<file path="src/rtl/usb_tx_byte_sequencer.sv">
// usb_tx_byte_sequencer
//
// Byte-level sequencer for the USB transmit path. Takes packet bytes from a
// valid/ready stream, sends the SYNC byte first, and bit-reverses each byte so
// the PISO's MSB-first shifting puts bits on the wire LSB-first. It generates
// the PISO bit-rate shift strobe and frames the packet end with SE0 then J.
// NRZI encoding and bit stuffing happen downstream.
//
// Ports:
//   clk               system clock
//   RST               asynchronous reset, active-high
//   in_valid          packet byte presented
//   in_data[7:0]      packet byte, logical LSB-first
//   in_last           byte is the last of the packet (qualified by in_valid)
//   in_ready          byte accepted this cycle (combinational, done cycle only)
//   piso_load         PISO load strobe, registered 1-cycle pulse
//   piso_data[7:0]    bit-reversed byte for the PISO, registered
//   piso_shift_enable PISO shift strobe, one per bit time
//   piso_busy         PISO is shifting
//   piso_done         PISO done pulse, one cycle after the 8th shift
//   tx_active         packet start through the end of the EOP J bit
//   eop_se0           line driver forces SE0
//   underrun_err      1-cycle pulse when a mid-packet byte is missing

module usb_tx_byte_sequencer #(
    parameter int unsigned CLKS_PER_BIT = 4,
    parameter logic [7:0]  SYNC_BYTE    = 8'h80,
    parameter int unsigned EOP_SE0_BITS = 2
) (
    input  logic       clk,
    input  logic       RST,
    input  logic       in_valid,
    input  logic [7:0] in_data,
    input  logic       in_last,
    output logic       in_ready,
    output logic       piso_load,
    output logic [7:0] piso_data,
    output logic       piso_shift_enable,
    input  logic       piso_busy,
    input  logic       piso_done,
    output logic       tx_active,
    output logic       eop_se0,
    output logic       underrun_err
);

    localparam int unsigned TW = (CLKS_PER_BIT > 1) ? $clog2(CLKS_PER_BIT) : 1;
    localparam logic [TW-1:0] TICK_MAX = TW'(CLKS_PER_BIT - 1);
    localparam int unsigned BW = $clog2(EOP_SE0_BITS + 1);
    localparam logic [BW-1:0] SE0_LAST = BW'(EOP_SE0_BITS - 1);

    typedef enum logic [2:0] {
        IDLE,
        SYNC,
        DATA,
        LAST_BIT,
        EOP_SE0,
        EOP_J
    } state_t;

    state_t          state, state_d;
    logic [TW-1:0]   tick_cnt, tick_d;
    logic [BW-1:0]   se0_bits, se0_bits_d;
    logic            last_sent, last_sent_d;
    logic            load_d, tx_d, se0_d, ur_d;
    logic [7:0]      data_d;
    logic            tick_wrap;

    function automatic logic [7:0] reverse8(input logic [7:0] b);
        logic [7:0] r;
        r = '0;
        for (int unsigned i = 0; i < 8; i++) begin
            r[i] = b[7 - i];
        end
        return r;
    endfunction

    assign tick_wrap = (tick_cnt == TICK_MAX);

    always_ff @(posedge clk or posedge RST) begin
        if (RST) begin
            state        <= IDLE;
            tick_cnt     <= '0;
            se0_bits     <= '0;
            last_sent    <= 1'b0;
            piso_load    <= 1'b0;
            piso_data    <= '0;
            tx_active    <= 1'b0;
            eop_se0      <= 1'b0;
            underrun_err <= 1'b0;
        end else begin
            state        <= state_d;
            tick_cnt     <= tick_d;
            se0_bits     <= se0_bits_d;
            last_sent    <= last_sent_d;
            piso_load    <= load_d;
            piso_data    <= data_d;
            tx_active    <= tx_d;
            eop_se0      <= se0_d;
            underrun_err <= ur_d;
        end
    end

    always_comb begin
        state_d           = state;
        last_sent_d       = last_sent;
        se0_bits_d        = '0;
        load_d            = 1'b0;
        data_d            = piso_data;
        tx_d              = tx_active;
        se0_d             = eop_se0;
        ur_d              = 1'b0;
        in_ready          = 1'b0;
        // Tick counter free-runs outside IDLE so bit timing stays continuous
        // across byte handovers and into the EOP.
        tick_d            = (state == IDLE || tick_wrap) ? '0 : tick_cnt + 1'b1;
        piso_shift_enable = (state == SYNC || state == DATA) && piso_busy && tick_wrap;

        case (state)
            IDLE: begin
                if (in_valid && !piso_busy) begin
                    state_d = SYNC;
                    load_d  = 1'b1;
                    data_d  = reverse8(SYNC_BYTE);
                    tx_d    = 1'b1;
                end
            end
            SYNC, DATA: begin
                if (piso_done) begin
                    if (last_sent) begin
                        state_d = LAST_BIT;
                    end else if (in_valid) begin
                        in_ready    = 1'b1;
                        load_d      = 1'b1;
                        data_d      = reverse8(in_data);
                        last_sent_d = in_last;
                        state_d     = DATA;
                    end else begin
                        ur_d        = 1'b1;
                        last_sent_d = 1'b1;
                        state_d     = LAST_BIT;
                    end
                end
            end
            LAST_BIT: begin
                // No shift here: the final wire bit stays on the line a full bit time.
                if (tick_wrap) begin
                    se0_d   = 1'b1;
                    state_d = EOP_SE0;
                end
            end
            EOP_SE0: begin
                se0_bits_d = se0_bits;
                if (tick_wrap) begin
                    if (se0_bits == SE0_LAST) begin
                        se0_bits_d = '0;
                        se0_d      = 1'b0;
                        state_d    = EOP_J;
                    end else begin
                        se0_bits_d = se0_bits + 1'b1;
                    end
                end
            end
            EOP_J: begin
                if (tick_wrap) begin
                    tx_d        = 1'b0;
                    last_sent_d = 1'b0;
                    state_d     = IDLE;
                end
            end
            default: state_d = IDLE;
        endcase
    end

endmodule

</file>
<file path="config.mk">
export PLATFORM = sky130hd
export DESIGN_NAME = usb_tx_byte_sequencer
export DESIGN_NICKNAME = d
export VERILOG_FILES = /design/src/rtl/usb_tx_byte_sequencer.sv
export SDC_FILE = /design/constraint.sdc
export NUM_CORES = 1
export LEC_CHECK = 0
export CORE_MARGIN = 10
export CORE_UTILIZATION = 45
export DETAILED_ROUTE_END_ITERATION = 6
export DONT_BUFFER_PORTS = 1
export GPL_TIMING_DRIVEN = 0
export SLEW_MARGIN = 40
export SYNTH_ARGS = -nofsm -noshare
export SYNTH_HDL_FRONTEND = slang
export SYNTH_SLANG_ARGS = --single-unit
export TNS_END_PERCENT = 20
</file>
<file path="constraint.sdc">
create_clock -name clk -period 2 [get_ports clk]
set_clock_uncertainty 0.05 [all_clocks]
set_input_delay 0.3 -clock clk [delete_from_list [all_inputs] [get_ports clk]]
set_output_delay 0.3 -clock clk [all_outputs]
set_load 0.05 [all_outputs]
</file>
== Word-level counts from Yosys, hierarchy flattened ==
Cells that the tools add are included.
Storage, ports and cells
  flip-flop bits (word level): 20
  bits in read-only memories: 0
  input bits: 14
  RAM bits: 0
  output and inout port bits: 14
  bits in latches: 0
  word-level logic and storage cells: 82
  memories kept: 0
Cells by class
  shift-type cells: 0
  mux-type cells: 39
  multipliers: 0
  divide/modulo/power cells: 0
  order comparisons: 0
  bitwise logic cells: 0
  $add $sub $neg: 2
  equality and inequality tests: 15
  reductions and logical operators: 17
Operator list (number)
  8-bit two-way mux: 4
  1-bit two-way mux: 19
  3-bit two-way mux: 6
  8-bit one-hot mux with 2 select lines: 1
  3-bit one-hot mux with 5 select lines: 1
  2-bit != test, second input constant: 7
  2-bit two-way mux: 4
  1-bit one-hot mux with 2 select lines: 4
  2-bit nonzero test: 4
  3-bit by 2-bit equality test with 1-bit output, second input constant: 2
  3-bit equality test, second input constant: 2
  3-bit AND reduction: 2
  6-bit AND reduction: 1
  5-bit AND reduction: 1
  2-bit by 1-bit adder with 2-bit output, second input constant: 2
  4-bit AND reduction: 1
  3-bit by 1-bit equality test with 1-bit output, second input constant: 1
  1-bit logical AND: 3
  3-bit logical NOT: 1
  2-bit by 1-bit equality test with 1-bit output, second input constant: 1
  2-bit equality test, second input constant: 1
  1-bit logical OR: 2
  2-bit by 1-bit != test with 1-bit output, second input constant: 1
  2-bit OR reduction: 1
  1-bit logical NOT: 1

== Depth between registers and ports, before layout ==
Gate-level depths: netlist of the first run.
  word-level depth: 4
  gate-level depth with buffers: 6
  depth with buffers taken out: 5

== Least setup slack after synthesis of the first run ==
OpenSTA, ideal clock, no wires.
  path kind: reg-to-output
  start: register state[1]
  end: output port piso_shift_enable
  buffers on the path: 1
  required time: 1.650 ns
  stages on the path, launching flop included: 5
  path slack: 0.386 ns
  data arrival time: 1.264 ns
  cells stage by stage: dfrtp_1 > buf_4 > xnor2_1 > nor2_1 > and3_1
Between the ends
  cells in the longest elaborated chain, start to end: 4
  elaborated cells on any way between the ends: 5
  classes of those cells: 2 x eq/ne; 3 x reduce/logical
Ends and longest elaborated chain
  from (decl): line 60  | state_t state, state_d;
  from (signal assigned): line 91  | state <= state_d;
  3-bit by 1-bit equality test with 1-bit output / 3-bit by 2-bit equality test with 1-bit output (equally long branches): line 116  | piso_shift_enable = (state == SYNC || state == DATA) && piso_busy && tick_wrap;
  1-bit logical OR (*): line 116
  1-bit logical AND (*) (2 in a row): line 116
  to (decl): line 38  | output logic piso_shift_enable,
Mark *: on every way between the ends. The rest lies on a longest branch, timed or not.

== Worst setup path after layout of the first run ==
  start: register state[1]
  end: output port in_ready
Between the ends
  cells in the longest elaborated chain, start to end: 3
  elaborated cells on any way between the ends: 4
  classes of those cells: 2 x eq/ne; 1 x mux; 1 x reduce/logical
Ends and longest elaborated chain
  3-bit by 1-bit equality test with 1-bit output / 3-bit by 2-bit equality test with 1-bit output (equally long branches): line 118  | case (state)
  2-bit OR reduction (*): line 118
  1-bit two-way mux (*): line 118
  to (decl): line 35  | output logic in_ready,
Marked as above.

==> key figures, run 1 <==
Run status
  – Status: completed

Floorplanning
  – I/O pins: 28
  – FP Rows: 16
  – Die area: 4360 um2
  – Die width: 66.1 um
  – Initial Util: 48.2%
  – Core Region: 1980 um2
  – DIE HEIGHT: 66.1 um

Power and ir drop
  – Worst VDD drop: 0.898 mV
  – Pwr Density: 1810 nW/um2
  – Overall power: 1.90 mW
  – Static Leak: 0.509 nW

STA
  – F_max: 529 MHz
  – Final setup viols: 0
  – Slew headroom: 51.8%
  – Fin. Hold Viols: 0
  – Setup TNS: 0 ns
  – Slew Limit Fails: 0
  – RSZ-0062 raised after global routing: false
  – Fin crit period: 1.89 ns
  – Tcrit/Tclk final: 94.5%
  – Tightest Pin Transition: 0.718 ns

Logic synthesis
  – Mapped Avg Cell Area: 9.84 um2
  – Net Count, Synth: 112
  – Netlist cell types: 35
  – Seq cells post-synth: 20
  – Mapped Cells: 97
  – Post-Synthesis Cell Area: 955 um2
  – Post-synthesis sequential area ratio: 52.4%
  – Synthesis warning total: 0

Place
  – # port buffers: 0
  – Cell Area, Placed: 988 um2
  – Placed Cells: 124
  – Hpwl dp: 1510 um
  – GP Congestion: 0.802

Min path
  – Worst hold start: in_data[4]
  – Worst hold stages: 2
  – Hold crit path type: in -> reg
  – Worst Hold End: piso_data[3]$_DFFE_PP0P_

Setup path
  – Reg2Reg Depth: 5
  – R2R Setup Slk: 0.31 ns
  – R2R Path End: piso_data[0]$_DFFE_PP0P_
  – Kind of end point of the critical path: output port
  – Critical path required time: 1.65 ns
  – Startpoint types: flip-flop
  – Setup CP Type: reg -> out
  – Data arrival time of the critical path: 1.54 ns
  – Start of the worst register-to-register path: state[1]$_DFFE_PP0P_
  – CP startpoint: state[1]$_DFFE_PP0P_
  – Worst-path maximum fanout: 10

Clock network
  – Longest Clk Path Bufs: 2
  – Clock slew at reported path FFs: 0.11 ns
  – CTS tree: done
  – # Post-CTS Setup Buffers: 0
  – Root buf cell: clkbuf_4
  – Clk sinks: 20
  – H-tree levels: 1
  – Clock Latency Late Sink: 0.30 ns
  – Total CTS buffers: 3

Global route
  – Largest net degree at the start of global routing: 21
  – Met1 Use GR: 11.7%
  – Met2 usage: 14.5%
  – GR peak layer: met2
  – First-pass GRT wire length: 3400 um
  – Met3 global-route usage: 5.42%
  – Initial antenna violation count: 0
  – GRT overflow: 0
  – Total track usage: 9.98%
  – Vias in the first global route: 710

Drt
  – Detailed-route wire length per cell: 16.1 um
  – DRT iter0 DRCs: 21
  – Routed WL: 2090 um
  – Routed Antenna Nets: 0
  – Post-route DRC: 0
  – Routed vias: 690
  – 1st-pass router iterations: 4
  – Vias per inst: 5.31

Final layout
  – NumNets Final: 119
  – Diode count: 0
  – Most frequent cells in the layout: 24 x nand2_1, 20 x dfrtp_1, 7 x nand3_1
  – Most common cell after layout, fill and taps aside: nand2_1
  – Final Instance Area: 1050 um2
  – Final cell count without fillers: 130
  – Share of cells above drive strength 1: 16.5%
  – Layout area overhead: 10.2%

Flow run
  – Max-cap violations: 0
## Yosys cell counts
master	count	area, um2
o21ai_0	1	5.00
clkbuf_1	1	3.75
buf_4	1	7.51
nand2b_1	1	6.26
a31oi_1	1	6.26
nor3_1	3	15.0
mux2_2	1	11.3
nand2_1	24	90.1
and3b_1	1	8.76
mux2_4	1	15.0
nand3b_1	1	7.51
dfrtp_1	20	500
inv_2	2	7.51
nor3b_1	1	7.51
nand3_1	7	35.0
xnor2_1	2	17.5
xor2_1	1	8.76
nor3_2	2	20.0
inv_1	3	11.3
nor2_1	3	11.3
maj3_1	1	10.0
o31ai_1	2	15.0
ha_1	1	12.5
and3_1	1	6.26
nor2b_1	3	18.8
nand4b_1	1	8.76
o21ai_1	2	10.0
a21oi_1	1	5.00
buf_6	1	11.3
buf_2	1	5.00
or3b_4	1	11.3
o22ai_2	1	12.5
nand3_2	1	10.0
or3_1	2	12.5
mux2i_1	1	10.0
## stage by stage
step,util (%),hold slack (ns),worst slack (ns)
finish,53.1,0.0460,0.111
global route,53.1,0.0377,0.00812
CTS,52.8,0.0378,0.0356
detailed placement,49.9,0.323,0.284
global placement,49.9,0.305,0.284
floorplan,-,0.214,0.386
## cell families (layout without fill, tap and decap cells)
group	Yosys count	count (layout)	synth area share (%)
flops	20	20	52.4
compound gates	8	8	5.63
mux	3	3	3.80
fa+ha+maj	2	2	2.36
xor+xnor	3	3	2.75
simple gates	52	52	28.2
buf+inv	9	15	4.85
## cell type report
cell class	count	area, um2
Tap cell	27	33.8
Sequential cell	20	500
Buffer	4	27.5
Clock buffer	4	36.3
Timing Repair Buffer	2	20.0
Inverter	5	21.3
Multi-Input combinational cell	68	413
Fill cell	180	930
## registers in the layout, summed over array words and instances, names as in the netlist
signal,cells
underrun_err,1
piso_data,8
piso_load,1
last_sent,1
tx_active,1
se0_bits,2
eop_se0,1
tick_cnt,2
state,3
## how the worst max path moves through the flow
| stage | slack, ns | endpoint | depth (start not counted) |
|---|---|---|---|
| after floorplan | 0.39 | piso_shift_enable | 4 |
| after global placement | 0.28 | piso_shift_enable | 4 |
| after detailed placement | 0.28 | piso_shift_enable | 4 |
| after CTS | 0.04 | in_ready | 4 |
| after global routing | 0.008 | in_ready | 4 |
| final | 0.11 | in_ready | 4 |
## report_power, final
part	internal, mW	total, mW	switching [mW]
registers	0.557	1.00	0.446
clock network	0.111	0.235	0.124
logic	0.292	0.663	0.370
total	0.961	1.90	0.940
## critical path: stages (launching register included)
cell	delay (ns)
dfrtp_1	0.39
buf_4	0.18
xor2_1	0.18
nand3_2	0.23
inv_4	0.26
## layer usage
metal | vias up | wire [um] | part of all wire, %
li1 | 339 | - | -
met1 | 322 | 928 | 44
met2 | 24 | 916 | 44
met3 | 5 | 211 | 10
met4 | 0 | 36 | 1.7
met5 | - | 0 | 0
## repair_timing
item	in CTS	in global routing
endpoints found under the hold margin	21	0
endpoints found under the setup margin	1	2
hold buffers	2	0
resized for setup	1	3
No activity file was read; power rests on OpenSTA's default activity.
==> inputs of run 2 (changes only) <==
==> constraint.sdc (replaced) <==
create_clock -name clk -period 2.1 [get_ports clk]
set_clock_uncertainty 0.05 [all_clocks]
set_input_delay 0.315 -clock clk [delete_from_list [all_inputs] [get_ports clk]]
set_output_delay 0.315 -clock clk [all_outputs]
set_load 0.05 [all_outputs]
==> key figures, run 2 (synthesis results as in run 1) <==
Floorplanning
  – Die width: 66.1 um (unchanged)
  – I/O pins: 28 (unchanged)
  – FP Rows: 16 (unchanged)
  – Core Region: 1980 um2 (unchanged)
  – Initial Util: 48.2% (unchanged)
  – Die area: 4360 um2 (unchanged)
  – DIE HEIGHT: 66.1 um (unchanged)

Clock network
  – H-tree levels: 1 (unchanged)
  – # Post-CTS Setup Buffers: 0 (unchanged)
  – Clock slew at reported path FFs: 0.11 ns (about the same)
  – Total CTS buffers: 3 (unchanged)
  – CTS tree: done
  – Root buf cell: clkbuf_4
  – Clk sinks: 20 (unchanged)
  – Longest Clk Path Bufs: 2 (unchanged)
  – Clock Latency Late Sink: 0.30 ns (about the same)

STA
  – Fin crit period: 1.96 ns
  – Final setup viols: 0 (unchanged)
  – Tcrit/Tclk final: 93.5%
  – Tightest Pin Transition: 0.718 ns (-0.000153 ns)
  – Setup TNS: 0 ns (unchanged)
  – Slew Limit Fails: 0 (unchanged)
  – Fin. Hold Viols: 0 (unchanged)
  – F_max: 509 MHz
  – RSZ-0062 raised after global routing: false
  – Slew headroom: 51.8% (about the same)

Global route
  – First-pass GRT wire length: 3330 um (-2.2%)
  – Total track usage: 9.77% (-0.21 points)
  – GRT overflow: 0 (unchanged)
  – Initial antenna violation count: 0 (unchanged)
  – Vias in the first global route: 696 (-2.0%)
  – Largest net degree at the start of global routing: 21 (unchanged)

Drt
  – Post-route DRC: 0 (unchanged)
  – Routed WL: 2080 um (-0.53%)
  – 1st-pass router iterations: 4 (unchanged)
  – Detailed-route wire length per cell: 16.1 um (+0.25%)
  – Vias per inst: 5.26 (-0.98%)
  – DRT iter0 DRCs: 25 (+19%)
  – Routed Antenna Nets: 0 (unchanged)
  – Routed vias: 678 (-1.7%)

Power and ir drop
  – Overall power: 1.80 mW (-5.1%)
  – Static Leak: 0.507 nW (-0.44%)
  – Worst VDD drop: 0.854 mV (-4.8%)
  – Pwr Density: 1740 nW/um2 (-3.6%)

Place
  – # port buffers: 0 (unchanged)
  – Hpwl dp: 1510 um (unchanged)
  – GP Congestion: 0.802 (unchanged)

Final layout
  – Largest register FFs: 8 (unchanged)
  – Register name with the most flops: piso_data
  – Fillers: 181 (+0.56%)
  – Top flop regs: piso_data (8), state (3)
  – Most common cell after layout, fill and taps aside: nand2_1
  – Most frequent cells in the layout: 24 x nand2_1, 20 x dfrtp_1, 7 x nand3_1
  – Share of cells above drive strength 1: 16.7% (+0.16 points)
  – NumNets Final: 118 (-0.84%)
  – Layout area overhead: 8.52%
  – Diode count: 0 (unchanged)

Min path
  – Hold crit path type: in -> reg

Setup path
  – Crit path max-delay family: buffers and inverters
  – Kind of end point of the critical path: output port
  – Startpoint types: flip-flop
  – Critical path required time: 1.74 ns (+0.09 ns)
  – Setup CP Type: reg -> out
  – Crit-path cells: buf_4 -> xor2_1 -> nand3_2 -> inv_2
  – Worst-path maximum fanout: 10 (unchanged)
  – Data arrival time of the critical path: 1.60 ns (+0.06 ns)
  – Max incr delay on CP: 0.39 ns (about the same)
  – WP buf/inv: 2 (unchanged)
  – Slowest CP cell: dfrtp_1

Run status
  – Status: completed

Flow run
  – Max-cap violations: 0 (unchanged)
-- run 2: stage by stage --
step                std cells  instance area, um2  hold slack (ns)  worst slack [ns]  utilization (%)
floorplan                  97                 955            0.229             0.471                -
finish                    129                1040           0.0246             0.137             52.3
detailed placement        124                 988            0.338             0.369             49.9
global route              129                1040          0.00648            0.0224             52.3
CTS                       128                1030         0.000123             0.121             51.8
global placement          124                 988            0.320             0.369             49.9
-- run 2: timing repair --
item | in CTS | in global routing
hold endpoints to repair | 0 | 20
resized for setup | 1 | 0
setup endpoints to repair | 1 | 0
hold buffers | 0 | 1
-- run 2: final timing paths --
path / cells after the start / slack [ns] / from / end
min reg2reg: 1 / 0.41 / tick_cnt[0]$_DFF_PP0_ / tick_cnt[0]$_DFF_PP0_
min: 1 / 0.02 / in_valid / underrun_err$_DFF_PP0_
max in group asynchronous: 2 / 1.22 / RST / state[0]$_DFFE_PP0P_
max: 4 / 0.14 / state[1]$_DFFE_PP0P_ / in_ready
max reg2reg: 5 / 0.42 / state[1]$_DFFE_PP0P_ / piso_data[0]$_DFFE_PP0P_
min in group asynchronous: 2 / 0.43 / RST / piso_data[1]$_DFFE_PP0P_
-- run 2: area by class of cell --
cell class | count | area, um2 | area share, %
multi-input cells | 68 | 409 | 39.5
clock buffers | 4 | 36.3 | 3.50
inverters | 5 | 18.8 | 1.81
flip-flops and latches | 20 | 500 | 48.3
plain buffers | 4 | 27.5 | 2.66
repair buffers | 1 | 10.0 | 0.966
well taps | 27 | 33.8 | 3.26
-- run 2: per-layer routing --
metal  global-route usage, %  up-vias  share of wire, %
met4                    4.71        0              0.82
met3                    5.08        2               9.9
met5                       0        -                 0
met1                    11.7      319                45
li1                        -      337                 -
met2                    14.0       20                44
-- run 2: power breakdown --
group / total (mW) / switching, mW / leakage (nW) / internal [mW]
sequential: 0.955 / 0.425 / 0.251 / 0.530
combinational: 0.626 / 0.351 / 0.235 / 0.275
clock: 0.222 / 0.116 / 0.0210 / 0.106
total: 1.80 / 0.892 / 0.507 / 0.911
==> inputs of run 3 (changes only) <==
--- a/config.mk
+++ b/config.mk
@@ -5,8 +5,9 @@
 export SDC_FILE = /design/constraint.sdc
 export NUM_CORES = 1
 export LEC_CHECK = 0
-export CORE_MARGIN = 10
+export CORE_MARGIN = 8
 export CORE_UTILIZATION = 45
+export CTS_CLUSTER_DIAMETER = 50
 export DETAILED_ROUTE_END_ITERATION = 6
 export DONT_BUFFER_PORTS = 1
 export GPL_TIMING_DRIVEN = 0
==> key figures, run 3 (synthesis results as in run 1) <==
Run status
  – Status: completed

Final layout
  – Share of cells above drive strength 1: 17.6% (+0.98 points)
  – Register name with the most flops: piso_data
  – Top flop regs: piso_data (8), state (3)
  – Most frequent cells in the layout: 24 x nand2_1, 20 x dfrtp_1, 7 x nand3_1
  – Largest register FFs: 8 (unchanged)
  – Layout area overhead: 10.2%
  – Diode count: 0 (unchanged)
  – Fin util: 53.1% (+0.82 points)
  – Most common cell after layout, fill and taps aside: nand2_1
  – NumNets Final: 118 (unchanged)

Drt
  – Post-route DRC: 0 (unchanged)
  – Routed Antenna Nets: 0 (unchanged)
  – Routed vias: 668 (-1.5%)
  – Metal3 WL: 217 um (+5.9%)
  – WL met1: 874 um (-7.4%)
  – Vias per inst: 5.18 (-1.5%)
  – Routed wire length on met2: 860 um (-5.9%)
  – 1st-pass router iterations: 4 (unchanged)
  – Detailed-route wire length per cell: 15.3 um (-5.4%)
  – DRT iter0 DRCs: 37 (+48%)
  – Routed WL: 1970 um (-5.4%)
  – Max Used Layer: met4

Clock network
  – CTS tree: done
  – Clk sinks: 20 (unchanged)
  – Clock slew at reported path FFs: 0.11 ns (about the same)
  – Clock Latency Late Sink: 0.30 ns (about the same)
  – Longest Clk Path Bufs: 2 (unchanged)
  – Root buf cell: clkbuf_4
  – Total CTS buffers: 3 (unchanged)
  – H-tree levels: 1 (unchanged)

Setup path
  – Crit-path cells: buf_4 -> xnor2_1 -> nor2_1 -> and3_2
  – WP buf/inv: 1 (-1)
  – Critical path required time: 1.74 ns (about the same)
  – Kind of end point of the critical path: output port
  – Crit path max-delay family: simple AND/OR/NAND/NOR gates
  – Startpoint types: flip-flop
  – Data arrival time of the critical path: 1.60 ns (about the same)
  – Setup CP Type: reg -> out
  – Reg2Reg Depth: 5 (unchanged)
  – Slowest CP cell: dfrtp_1
  – Worst-path maximum fanout: 10 (unchanged)
  – Max incr delay on CP: 0.40 ns (about the same)
  – Number of cells on the critical path: 4 (unchanged)

Min path
  – Worst hold stages: 1 (unchanged)
  – Hold crit path type: in -> reg

Floorplanning
  – FP Rows: 16 (unchanged)
  – DIE HEIGHT: 62.1 um (-6.1%)
  – Die width: 62.1 um (-6.1%)
  – Initial Util: 48.2% (unchanged)
  – Die area: 3850 um2 (-12%)
  – I/O pins: 28 (unchanged)
  – Core Region: 1980 um2 (unchanged)

Place
  – # port buffers: 0 (unchanged)
  – Worst slack, placed: 0.347 ns (-0.0226 ns)
  – Hpwl dp: 1470 um (-2.7%)
  – GP Congestion: 0.821 (+2.4%)

Power and ir drop
  – Pwr Density: 1790 nW/um2 (+2.8%)
  – Static Leak: 0.517 nW (+1.9%)
  – Overall power: 1.88 mW (+4.4%)
  – Worst VDD drop: 0.911 mV (+6.7%)

STA
  – Final hold slack: 0.0206 ns (-0.00396 ns)
  – Fin. Hold Viols: 0 (unchanged)
  – Tcrit/Tclk final: 93.7% (+0.18 points)
  – Slew Limit Fails: 0 (unchanged)
  – Slew headroom: 66.5% (+15 points)
  – Fin crit period: 1.97 ns (+0.00382 ns)
  – Final worst slack: 0.133 ns (-0.00382 ns)
  – Final setup viols: 0 (unchanged)
  – RSZ-0062 raised after global routing: false
  – F_max: 508 MHz (-0.19%)
  – Setup TNS: 0 ns (unchanged)
  – Tightest Pin Transition: 0.503 ns (-0.215 ns)

Global route
  – Vias in the first global route: 683 (-1.9%)
  – Initial antenna violation count: 0 (unchanged)
  – GRT overflow: 0 (unchanged)
  – Largest net degree at the start of global routing: 21 (unchanged)
  – Total track usage: 11.2% (+1.5 points)
  – First-pass GRT wire length: 3190 um (-3.9%)

Flow run
  – Max-cap violations: 0 (unchanged)
run 3: cell count changes in the layout (fill, tap and decap cells not counted):
| cell | before | now |
|---|---|---|
| bufinv_16 | 0 | 1 |
| clkbuf_8 | 1 | 0 |
| clkinv_1 | 1 | 0 |
| inv_2 | 2 | 3 |
run 3: routing by layer:
layer | up-vias | GRT usage, %
li1 | 338 | -
met1 | 308 | 13.4
met2 | 20 | 16.4
met3 | 2 | 6.38
met4 | 0 | 3.90
met5 | - | 0
run 3: final cells by class:
class / count / area (um2)
Fill cell: 175 / 930
Sequential cell: 20 / 500
Multi-Input combinational cell: 68 / 409
Tap cell: 27 / 33.8
Clock inverter: 1 / 30.0
Buffer: 4 / 27.5
Clock buffer: 3 / 22.5
Inverter: 5 / 18.8
Timing Repair Buffer: 1 / 10.0
run 3: through the flow:
stage / cell area (um2) / cells
floorplan: 955 / 97
global placement: 988 / 124
detailed placement: 988 / 124
CTS: 1050 / 129
global route: 1050 / 129
finish: 1050 / 129
run 3: final timing paths:
| path | from | endpoint | slack [ns] |
|---|---|---|---|
| worst max-delay path | state[1]$_DFFE_PP0P_ | piso_shift_enable | 0.13 |
| worst min-delay path | in_valid | underrun_err$_DFF_PP0_ | 0.02 |
| worst max register to register | state[1]$_DFFE_PP0P_ | piso_data[0]$_DFFE_PP0P_ | 0.44 |
| worst min register to register | tick_cnt[0]$_DFF_PP0_ | tick_cnt[0]$_DFF_PP0_ | 0.40 |
| max in group asynchronous | RST | underrun_err$_DFF_PP0_ | 1.32 |
| min in group asynchronous | RST | tick_cnt[0]$_DFF_PP0_ | 0.39 |
run 3: timing repair:
| item | in CTS | in global routing |
|---|---|---|
| resized for setup | 1 | 0 |
| hold endpoints to repair | 15 | 0 |
| setup endpoints to repair | 1 | 0 |
| buffers inserted | 0 | 0 |
| hold buffers | 1 | 0 |
run 3: where the power goes:
group          internal [mW]  total [mW]  switching [mW]  leakage, nW
registers              0.531       0.952           0.421        0.251
clock network          0.193       0.314           0.121       0.0279
logic                  0.274       0.617           0.343        0.237
